==> config.mk <==
export PLATFORM = sky130hd
export DESIGN_NAME = conv2d_bn_act_stream_param_flat
export DESIGN_NICKNAME = d
export VERILOG_FILES = /design/src/rtl/conv2d_bn_act_stream_param_if.sv /design/src/rtl/conv2d_bn_act_stream_param.sv /design/src/flat_wrapper.sv
export SDC_FILE = /design/constraint.sdc
export NUM_CORES = 2
export LEC_CHECK = 0
export CELL_PAD_IN_SITES_DETAIL_PLACEMENT = 1
export CELL_PAD_IN_SITES_GLOBAL_PLACEMENT = 1
export CORE_MARGIN = 10
export CORE_UTILIZATION = 48
export DETAILED_ROUTE_END_ITERATION = 10
export HOLD_SLACK_MARGIN = 0.03
export PLACE_DENSITY_LB_ADDON = 0.1
export SLEW_MARGIN = 20
export SYNTH_ARGS = -nofsm -noshare
export SYNTH_HDL_FRONTEND = slang
export SYNTH_SLANG_ARGS = --single-unit
==> constraint.sdc <==
create_clock -name clk -period 13.1 [get_ports clk]
set_input_delay 3.93 -clock clk [delete_from_list [all_inputs] [get_ports clk]]
set_output_delay 3.93 -clock clk [all_outputs]
set_load 0.03 [all_outputs]
==> src/rtl/conv2d_bn_act_stream_param_if.sv <==
// Bundle of the control, memory-read and packed-output stream signals of the conv engine.
// The master modport is the engine side; slave is the memories/sink side.
interface conv2d_bn_act_stream_param_if;
    logic        start;
    logic        cfg_relu6;
    logic        busy;
    logic        done;
    logic [31:0] fm_addr;
    logic [7:0]  fm_rdata;
    logic [31:0] wt_addr;
    logic [7:0]  wt_rdata;
    logic [15:0] par_addr;
    logic [7:0]  bias_rdata;
    logic [7:0]  scale_rdata;
    logic [7:0]  shift_rdata;
    logic        out_valid;
    logic        out_ready;
    logic [31:0] out_addr;
    logic [31:0] out_data;

    modport master (
        input  start, cfg_relu6, fm_rdata, wt_rdata, bias_rdata, scale_rdata, shift_rdata, out_ready,
        output busy, done, fm_addr, wt_addr, par_addr, out_valid, out_addr, out_data
    );

    modport slave (
        output start, cfg_relu6, fm_rdata, wt_rdata, bias_rdata, scale_rdata, shift_rdata, out_ready,
        input  busy, done, fm_addr, wt_addr, par_addr, out_valid, out_addr, out_data
    );
endinterface

==> src/rtl/conv2d_bn_act_stream_param.sv <==
// KxK convolution + bias + batch-norm + clipped activation, one tap per cycle,
// packing OUT_BITS-wide activations MSB-first into 32-bit words on a valid/ready port.
module conv2d_bn_act_stream_param #(
    parameter int IMG_W     = 32,
    parameter int IMG_H     = 32,
    parameter int NUM_CH    = 3,
    parameter int NUM_FILT  = 32,
    parameter int KSIZE     = 3,
    parameter int STRIDE    = 1,
    parameter int PAD       = 1,
    parameter int OUT_BITS  = 4,
    parameter int ACC_SHIFT = 7,
    parameter int BN_SHIFT  = 7
) (
    input  logic                          clk,
    input  logic                          resetn,
    conv2d_bn_act_stream_param_if.master  bus
);
    localparam int T       = NUM_CH * KSIZE * KSIZE;
    localparam int OUT_W   = (IMG_W + 2 * PAD - KSIZE) / STRIDE + 1;
    localparam int OUT_H   = (IMG_H + 2 * PAD - KSIZE) / STRIDE + 1;
    localparam int PACK    = 32 / OUT_BITS;
    localparam int ACT_MAX = (1 << OUT_BITS) - 1;

    typedef enum logic [2:0] {
        S_IDLE, S_FETCH, S_DRAIN, S_POST, S_PACK, S_WRITE, S_DONE
    } state_t;

    state_t r_state, w_state_next;

    logic [31:0]        r_c, r_i, r_j, r_ox, r_oy, r_slot, r_out_addr, r_word;
    logic [15:0]        r_f;
    logic signed [31:0] r_acc;
    logic [OUT_BITS-1:0] r_act;
    logic               r_relu6, r_plane_end;
    logic               r_acc_en, r_oob_d, r_first_d;

    logic w_last_tap, w_last_pix, w_last_filt, w_hs, w_in_range;
    logic signed [31:0] w_iy, w_ix;
    logic [31:0]        w_fm_lin, w_wt_lin, w_word_next;

    assign w_last_tap  = (r_c == NUM_CH - 1) && (r_i == KSIZE - 1) && (r_j == KSIZE - 1);
    assign w_last_pix  = (r_ox == OUT_W - 1) && (r_oy == OUT_H - 1);
    assign w_last_filt = (r_f == 16'(NUM_FILT - 1));
    assign w_hs        = (r_state == S_WRITE) && bus.out_ready;

    assign w_iy       = $signed(r_oy * STRIDE + r_i) - PAD;
    assign w_ix       = $signed(r_ox * STRIDE + r_j) - PAD;
    assign w_in_range = (w_iy >= 0) && (w_iy < IMG_H) && (w_ix >= 0) && (w_ix < IMG_W);
    assign w_fm_lin   = r_c * (IMG_H * IMG_W) + $unsigned(w_iy) * IMG_W + $unsigned(w_ix);
    assign w_wt_lin   = {16'd0, r_f} * T + r_c * (KSIZE * KSIZE) + r_i * KSIZE + r_j;

    // Padding taps drive address 0 so the memory is never addressed outside the map.
    assign bus.fm_addr   = (r_state == S_FETCH && w_in_range) ? w_fm_lin : 32'd0;
    assign bus.wt_addr   = (r_state == S_FETCH) ? w_wt_lin : 32'd0;
    assign bus.par_addr  = r_f;
    assign bus.busy      = (r_state != S_IDLE);
    assign bus.done      = (r_state == S_DONE);
    assign bus.out_valid = (r_state == S_WRITE);
    assign bus.out_addr  = r_out_addr;
    assign bus.out_data  = r_word;

    logic signed [15:0] w_prod, w_bn_prod;
    logic signed [31:0] w_biased, w_shifted, w_bn_sum, w_bn, w_act_pre, w_lim, w_act_clamp;
    logic signed [7:0]  w_sat;
    logic [OUT_BITS-1:0] w_act;

    assign w_prod      = $signed(bus.fm_rdata) * $signed(bus.wt_rdata);
    assign w_biased    = r_acc + {{24{bus.bias_rdata[7]}}, bus.bias_rdata};
    assign w_shifted   = w_biased >>> ACC_SHIFT;
    assign w_sat       = (w_shifted > 127) ? 8'sh7F : (w_shifted < -128) ? 8'sh80 : w_shifted[7:0];
    assign w_bn_prod   = w_sat * $signed(bus.scale_rdata);
    assign w_bn_sum    = {{16{w_bn_prod[15]}}, w_bn_prod} + {{24{bus.shift_rdata[7]}}, bus.shift_rdata};
    assign w_bn        = w_bn_sum >>> BN_SHIFT;
    assign w_act_pre   = (w_bn + 32'sd128) >>> 5;
    assign w_lim       = r_relu6 ? 32'sd6 : 32'(ACT_MAX);
    assign w_act_clamp = (w_act_pre < 0) ? 32'sd0 : (w_act_pre > w_lim) ? w_lim : w_act_pre;
    assign w_act       = w_act_clamp[OUT_BITS-1:0];

    // Field gi of the word holds pixel gi of the group; the first pixel lands in the top bits.
    for (genvar gi = 0; gi < PACK; gi++) begin : g_pack
        assign w_word_next[32 - OUT_BITS * (gi + 1) +: OUT_BITS] =
            (r_slot == gi) ? r_act : r_word[32 - OUT_BITS * (gi + 1) +: OUT_BITS];
    end

    always_ff @(posedge clk or negedge resetn) begin
        if (!resetn) r_state <= S_IDLE;
        else         r_state <= w_state_next;
    end

    always_comb begin
        w_state_next = r_state;
        case (r_state)
            S_IDLE:  if (bus.start) w_state_next = S_FETCH;
            S_FETCH: if (w_last_tap) w_state_next = S_DRAIN;
            S_DRAIN: w_state_next = S_POST;
            S_POST:  w_state_next = S_PACK;
            S_PACK:  w_state_next = (r_slot == PACK - 1 || w_last_pix) ? S_WRITE : S_FETCH;
            S_WRITE: if (bus.out_ready) w_state_next = (r_plane_end && w_last_filt) ? S_DONE : S_FETCH;
            S_DONE:  w_state_next = S_IDLE;
            default: w_state_next = S_IDLE;
        endcase
    end

    always_ff @(posedge clk or negedge resetn) begin
        if (!resetn) begin
            r_c <= '0; r_i <= '0; r_j <= '0; r_ox <= '0; r_oy <= '0; r_f <= '0;
            r_slot <= '0; r_out_addr <= '0; r_word <= '0; r_acc <= '0; r_act <= '0;
            r_relu6 <= 1'b0; r_plane_end <= 1'b0;
            r_acc_en <= 1'b0; r_oob_d <= 1'b0; r_first_d <= 1'b0;
        end else begin
            // Read data lags the issued tap by one cycle, so the tap's flags travel with it.
            r_acc_en  <= (r_state == S_FETCH);
            r_oob_d   <= !w_in_range;
            r_first_d <= (r_state == S_FETCH) && (r_c == 0) && (r_i == 0) && (r_j == 0);
            if (r_acc_en)
                r_acc <= (r_first_d ? 32'sd0 : r_acc) + (r_oob_d ? 32'sd0 : {{16{w_prod[15]}}, w_prod});
            case (r_state)
                S_IDLE: if (bus.start) begin
                    r_relu6 <= bus.cfg_relu6;
                    r_c <= '0; r_i <= '0; r_j <= '0; r_ox <= '0; r_oy <= '0; r_f <= '0;
                    r_slot <= '0; r_out_addr <= '0; r_word <= '0;
                end
                S_FETCH: begin
                    if (r_j == KSIZE - 1) begin
                        r_j <= '0;
                        if (r_i == KSIZE - 1) begin
                            r_i <= '0;
                            r_c <= (r_c == NUM_CH - 1) ? 32'd0 : r_c + 32'd1;
                        end else r_i <= r_i + 32'd1;
                    end else r_j <= r_j + 32'd1;
                end
                S_POST: r_act <= w_act;
                S_PACK: begin
                    r_word      <= w_word_next;
                    r_slot      <= r_slot + 32'd1;
                    r_plane_end <= w_last_pix;
                    if (r_ox == OUT_W - 1) begin
                        r_ox <= '0;
                        r_oy <= (r_oy == OUT_H - 1) ? 32'd0 : r_oy + 32'd1;
                    end else r_ox <= r_ox + 32'd1;
                end
                S_WRITE: if (w_hs) begin
                    r_word     <= '0;
                    r_slot     <= '0;
                    r_out_addr <= r_out_addr + 32'd1;
                    if (r_plane_end && !w_last_filt) r_f <= r_f + 16'd1;
                end
                S_DONE: r_f <= '0;
                default: ;
            endcase
        end
    end
endmodule
==> src/flat_wrapper.sv <==
// flat-port wrapper written by rule: the top's interface ports become plain ports
module conv2d_bn_act_stream_param_flat 
#(
    parameter int IMG_W     = 32,
    parameter int IMG_H     = 32,
    parameter int NUM_CH    = 3,
    parameter int NUM_FILT  = 32,
    parameter int KSIZE     = 3,
    parameter int STRIDE    = 1,
    parameter int PAD       = 1,
    parameter int OUT_BITS  = 4,
    parameter int ACC_SHIFT = 7,
    parameter int BN_SHIFT  = 7
)
  (clk, resetn, bus_start, bus_cfg_relu6, bus_fm_rdata, bus_wt_rdata, bus_bias_rdata, bus_scale_rdata, bus_shift_rdata, bus_out_ready, bus_busy, bus_done, bus_fm_addr, bus_wt_addr, bus_par_addr, bus_out_valid, bus_out_addr, bus_out_data);
  conv2d_bn_act_stream_param_if bus_i ();
  input  logic clk;
  input  logic resetn;
  input wire logic [$bits(bus_i.start)-1:0] bus_start;
  input wire logic [$bits(bus_i.cfg_relu6)-1:0] bus_cfg_relu6;
  input wire logic [$bits(bus_i.fm_rdata)-1:0] bus_fm_rdata;
  input wire logic [$bits(bus_i.wt_rdata)-1:0] bus_wt_rdata;
  input wire logic [$bits(bus_i.bias_rdata)-1:0] bus_bias_rdata;
  input wire logic [$bits(bus_i.scale_rdata)-1:0] bus_scale_rdata;
  input wire logic [$bits(bus_i.shift_rdata)-1:0] bus_shift_rdata;
  input wire logic [$bits(bus_i.out_ready)-1:0] bus_out_ready;
  output wire logic [$bits(bus_i.busy)-1:0] bus_busy;
  output wire logic [$bits(bus_i.done)-1:0] bus_done;
  output wire logic [$bits(bus_i.fm_addr)-1:0] bus_fm_addr;
  output wire logic [$bits(bus_i.wt_addr)-1:0] bus_wt_addr;
  output wire logic [$bits(bus_i.par_addr)-1:0] bus_par_addr;
  output wire logic [$bits(bus_i.out_valid)-1:0] bus_out_valid;
  output wire logic [$bits(bus_i.out_addr)-1:0] bus_out_addr;
  output wire logic [$bits(bus_i.out_data)-1:0] bus_out_data;
  assign bus_i.start = bus_start;
  assign bus_i.cfg_relu6 = bus_cfg_relu6;
  assign bus_i.fm_rdata = bus_fm_rdata;
  assign bus_i.wt_rdata = bus_wt_rdata;
  assign bus_i.bias_rdata = bus_bias_rdata;
  assign bus_i.scale_rdata = bus_scale_rdata;
  assign bus_i.shift_rdata = bus_shift_rdata;
  assign bus_i.out_ready = bus_out_ready;
  assign bus_busy = bus_i.busy;
  assign bus_done = bus_i.done;
  assign bus_fm_addr = bus_i.fm_addr;
  assign bus_wt_addr = bus_i.wt_addr;
  assign bus_par_addr = bus_i.par_addr;
  assign bus_out_valid = bus_i.out_valid;
  assign bus_out_addr = bus_i.out_addr;
  assign bus_out_data = bus_i.out_data;
  conv2d_bn_act_stream_param #(.IMG_W(IMG_W), .IMG_H(IMG_H), .NUM_CH(NUM_CH), .NUM_FILT(NUM_FILT), .KSIZE(KSIZE), .STRIDE(STRIDE), .PAD(PAD), .OUT_BITS(OUT_BITS), .ACC_SHIFT(ACC_SHIFT), .BN_SHIFT(BN_SHIFT)) u_core (.clk(clk), .resetn(resetn), .bus(bus_i));
endmodule
* Word level (Yosys, flattened, before mapping) *
Cells that the tools add are included.
Widths: inputs -> output; s select.

word-level totals
  input bits = 45
  flip-flop bits (word level) = 316
  output and inout port bits = 147
  word-level logic and storage cells = 185

cells by class
  magnitude comparators = 8
  reductions and logical operators = 45
  multiplexer cells = 47
  multiply operators = 5
  equal/unequal tests = 35
  add/subtract/negate cells = 21

operator list
  kind                   number
  $mux 32                16
  $pmux 32 s2            6
  $add 32x32->32         8
  $add 32x1->32 const B  7
  $pmux 32 s3            2
  $eq 32x2->1 const B    5
  $eq 32x3->1 const B    4
  $logic_not 32->1       4
  $eq 32x5->1 const B    2
  $ge 32x1->1 const B    2
  $lt 32x7->1 const B    2
  $sub 32x2->32 const B  2
  $mux 16                3
  $pmux 16 s3            1
  $mux 4                 11
  $reduce_and 4->1       10
  $add 21x32->32         1
  $eq 32x1->1 const B    1
  $mul 32x2->32 const B  1
  $mul 32x4->32 const B  1
  $mul 8x8->16           2
  $gt 25x8->1 const B    1
  $lt 25x8->1 const B    1
  $ne 2x1->1 const B     12
  22 further kinds       56

* Logic depth before layout (Yosys ltp) *
  depth in word-level cells = 10
  depth in mapped cells = 39
  mapped depth without buffers = 38

* Worst setup path after synthesis *
OpenSTA, ideal clock, no wires.

  kind = input -> register
  from = input port bus_bias_rdata[7]
  to = register u_core.r_act[2]
  library setup time = 0.096 ns
  slack = 0.279 ns
  path buffers = 0
  arrival time = 12.725 ns
  cell stages on the path = 34
  required time = 13.004 ns
  cells stage by stage = ha_1 a21o_1 a311o_1 a211oi_2 or3b_1 a211oi_1 or3_1 a2111oi_0 nand4_1 and2_1 a21oi_1 nor2b_1 fa_1 inv_1 fa_1 inv_1 fa_1 fa_1 fa_1 ha_1 a21o_1 a221o_1 or3b_2 and2b_2 o31ai_2 a21oi_1 xnor2_1 ha_1 xnor2_1 or3_1 a311oi_2 a311oi_4 o211a_1 o31ai_1

on the way
  word-level cells in the longest chain between the ends = 10
  elaborated cells on any way between the ends = 12
  those cells by class = 3 x add/sub; 1 x mul; 4 x order compare; 4 x mux

RTL lines
  element                 line                               source
  start: declaration      flat_wrapper.sv:23                 input wire logic [$bits(bus_i.bias_rdata)-1:0] bus_bias_rdata;
  $add 32x32->32 (*)      conv2d_bn_act_stream_param.sv:69   assign w_biased = r_acc + {{24{bus.bias_rdata[7]}}, bus.bias_rdata};
  $lt 25x8->1             conv2d_bn_act_stream_param.sv:71   assign w_sat = (w_shifted > 127) ? 8'sh7F : (w_shifted < -128) ? 8'sh80 : w_shifted[7:0];
  $mux 8                  conv2d_bn_act_stream_param.sv:71
  $mux 8 (*)              conv2d_bn_act_stream_param.sv:71
  $mul 8x8->16 (*)        conv2d_bn_act_stream_param.sv:72   assign w_bn_prod = w_sat * $signed(bus.scale_rdata);
  $add 16x8->17 (*)       conv2d_bn_act_stream_param.sv:73   assign w_bn_sum = {{16{w_bn_prod[15]}}, w_bn_prod} + {{24{bus.shift_rdata[7]}}, bus.shift_rdata};
  $add 10x9->11 (*)       conv2d_bn_act_stream_param.sv:75   assign w_act_pre = (w_bn + 32'sd128) >>> 5;
  $gt 6x5->1              conv2d_bn_act_stream_param.sv:77   assign w_act_clamp = (w_act_pre < 0) ? 32'sd0 : (w_act_pre > w_lim) ? w_lim : w_act_pre;
  $mux 4                  conv2d_bn_act_stream_param.sv:77
  $mux 4 (*)              conv2d_bn_act_stream_param.sv:77
  end signal: assignment  conv2d_bn_act_stream_param.sv:133  S_POST: r_act <= w_act;
  end: declaration        conv2d_bn_act_stream_param.sv:34   logic [OUT_BITS-1:0] r_act;

Mark *: on every way between the ends. The rest lies on a longest branch, timed or not.
A chain may end at the register's enable or synchronous reset.

* Worst setup path after layout *
  from = input port bus_bias_rdata[1]
  to = register u_core.r_act[1]

The elaborated chain is that of the path after synthesis.

==> results by group <==
Setup path
  • Data arrival, critical path: approximately 13 ns
  • Required @ worst endpoint: 13.57 ns
  • Worst Reg2Reg Path Length in Cells: 40
  • Worst Setup Path Type: primary input to register
  • Crit path buffers/inverters: 9
  • CP max-delay cell: or4b_4
  • Max FO, Critical Path: 7
  • Most used cell, CP: buf_4
  • Setup crit start kind: primary input
  • Max stage delay on crit path: 0.60 ns
  • Crit. End Element: register
  • Levels on crit path: between 40 and 50
  • Top delay family on crit path: adder cells

Yosys
  • EDFF count, synth: 0
  • Prevailing post-synth register cell: dfrtp_1
  • Sequential area share after synthesis: a little over a fifth
  • Top post-synthesis cells by area: dfrtp_1 (22%), fa_1 (16%), ha_1 (14%)
  • Post-synth top area cell: dfrtp_1
  • Post-Synthesis Cells: about 4300
  • Post-synthesis async set-or-reset flop share: 100.0%
  • Synth top area share: 21.51%
  • Post-synthesis register bit count: 316
  • Ys Warns: 0
  • Post-Synthesis Cell Area: 36770 um^2
  • Post-synthesis average cell area: roughly 8.6 um^2
  • Netlist cell types: 91
  • Syn Nets: 5021

Final layout
  • Nets: 5288
  • Most frequent cells in the layout: inv_1 (616), ha_1 (394), nor2_1 (335)
  • Fillers: around 9000
  • Commonest non-fill, non-tap cell in the layout: inv_1
  • Layout area overhead: 14.90%
  • Finished Cell Area: roughly 42000 um^2
  • Final non-filler cell total: around 5600
  • Antenna fix cells: 0
  • Ratio of cells with drive above 1 in the final layout: under 10%

GRT
  • Total grt overflow: 0
  • Total GRT Usage: between 20% and 30%
  • First-pass GRT wire length: around 190 mm
  • Antenna violations before repair: 1
  • Largest net degree at the start of global routing: between 100 and 150
  • Vias in the first global route: 34200

Clocking
  • Worst skew pair latency: between 0.5 and 0.6 ns
  • Cts bufs inserted: 40
  • TritonCTS clock tree: done
  • Clk slew on worst S/H paths: about 0.06 ns
  • Clock sink total: around 320
  • Root buffer cell: clkbuf_16
  • Max Root-Sink Buffers: 3
  • # hold bufs at CTS: 0
  • H-tree depth: 2

Die
  • Die width: 296.8 um
  • Starting Density: between 40 and 50%
  • Die Height: 296.8 um
  • Io pins: around 190
  • Die Area: ~90000 um^2
  • Rows: ~100
  • Core area: approximately 76000 um^2

STA
  • Worst-margin pin slew: 0.9481 ns
  • Fin. Hold Viols: 0
  • Setup-failing EPs final: 0
  • Fin crit period: roughly 13 ns
  • Fin crit share: 97.51%
  • Worst hold slack: ~0.53 ns
  • Layout Skew: roughly 0.024 ns
  • Slew Limit Fails: 0
  • Max frequency: between 70 and 80 MHz
  • Setup WS post-layout: approximately 0.33 ns
  • Slew HR: a little under two fifths

Placed design
  • Post-Place Cell Area: a little over 40000 um^2
  • Final Wtd Congestion: slightly above 0.9
  • Dpl ws: -0.7195 ns
  • PortBufs: around 190
  • Hpwl dp: approximately 90 mm
  • DP Cell Count: 5532

Status
  • Status: finished clean

Route
  • Final WL: around 120 mm
  • DRC Markers: 0
  • Iteration-0 DRC Markers: about 1700
  • WL/cell: ~20 um
  • DR vias/cell: 5.723
  • Vias: between 30000 and 40000
  • First-pass iteration count of the detailed router: 5
  • Antenna Nets Post-Route: 0

Pwr
  • Register share of total power: between 10% and 20%
  • Total power: roughly 11 mW
  • Combinational fraction of design power: about four fifths
  • Psw: approximately 5.7 mW
  • Pwr dens: around 260 nW/um^2
  • Worst VDD drop: between 0.3 and 0.4 mV
  • Internal power: approximately 5.5 mW
  • Net Sw Frac: between 50% and 60%
  • LEAKAGE: between 20 and 25 nW
  • Clock network fraction of total power: 10.6%

Job
  • Max Cap Viol: 0

Hold path
  • Hold depth: 2
  • Tightest Hold Check Type: register to register
==> state kept, by name, summed over array words and instances, names as in the netlist, 3 cells and up <==
| name | cells |
|---|---|
| u_core.bus.out_data | 32 |
| u_core.r_i | 32 |
| u_core.r_oy | 32 |
| u_core.r_acc | 32 |
| u_core.bus.out_addr | 32 |
| u_core.r_act | 4 |
| u_core.r_state | 3 |
| u_core.r_c | 32 |
| u_core.r_ox | 32 |
| u_core.r_j | 32 |
| u_core.r_slot | 32 |
| u_core.bus.par_addr | 16 |
==> path summary, 6_finish.rpt <==
kind                                    startpoint                       to  slack [ns]
max reg2reg                        u_core.r_acc[8]          u_core.r_act[1]        3.58
max in group asynchronous                   resetn          u_core.r_ox[13]        7.43
min reg2reg                u_core.bus.out_data[21]  u_core.bus.out_data[21]        0.53
min in group asynchronous                   resetn  u_core.bus.out_addr[16]        3.37
min                        u_core.bus.out_data[21]  u_core.bus.out_data[21]        0.53
max                              bus_bias_rdata[1]          u_core.r_act[1]        0.33
==> metrics by stage <==
| step | utilization [%] | setup TNS [ns] |
|---|---|---|
| 2_1_floorplan | - | 0 |
| 3_3_place_gp | 53.47 | -1.967 |
| 3_5_place_dp | 53.47 | -2.689 |
| 4_1_cts | 55.36 | 0 |
| 5_1_grt | 55.62 | -0.2899 |
| 6_report | 55.62 | 0 |
==> tightest hold or removal path: stages, from the launching register on <==
cell     delay [ns]
dfrtp_1        0.37
nand2_1        0.05
o21ai_0        0.06
==> final cells by class <==
| type | count | area [um^2] | area share [%] |
|---|---|---|---|
| Sequential cell | 316 | 7908 | 18.72 |
| Timing Repair Buffer | 336 | 3020 | 7.150 |
| Clock inverter | 15 | 217.7 | 0.5154 |
| Inverter | 616 | 2312 | 5.474 |
| Clock buffer | 58 | 1179 | 2.790 |
| Tap cell | 1030 | 1289 | 3.051 |
| Multi-Input combinational cell | 3239 | 26320 | 62.30 |
==> logic make-up after synthesis <==
kind of cell / after synthesis / synth area share (%)
AO/OA/AOI/OAI: 766 / 13.04
XOR/XNOR: 311 / 7.446
adder cells (fa/ha/maj): 694 / 29.66
buffers and inverters: 727 / 7.511
flip-flops: 316 / 21.51
multiplexers: 27 / 0.8066
AND/OR/NAND/NOR: 1441 / 20.02
==> cells in the mapped netlist (77+ instances only) <==
cell type and number:
a21oi_1 193, and2_1 82, and3_1 77, clkbuf_1 97, dfrtp_1 316, fa_1 296, ha_1 398, inv_1 616
nand2_1 337, nand3_1 154, nor2_1 336, nor2b_1 78, nor3_1 88, o21ai_0 243, xnor2_1 185, xor2_1 125
==> per-layer routing <==
metal / track usage, % / vias to the layer above / part of all wire [%]
met5: 0 / - / 0
met4: 10.12 / 0 / 4.1
met3: 2.677 / 220 / 3.4
met2: 46.09 / 589 / 51
met1: 31.53 / 16310 / 42
li1: - / 14990 / -
==> power by group through the flow <==
stage               combinational, mW  sequential (mW)  clock, mW
finish                           8.83             1.18       1.19
global placement                 8.47             1.19          0
detailed placement               8.66             1.19          0
CTS                              8.77             1.17       1.21
floorplan                        6.31             1.11          0
global route                     9.88             1.18       1.25
==> repair_timing <==
action	4_1_cts	5_1_grt
setup endpoints to repair	4	4
pin swaps	2	22
resized for setup	11	37
buffers inserted	0	5
Note: power is estimated with default switching activity, not from simulation.
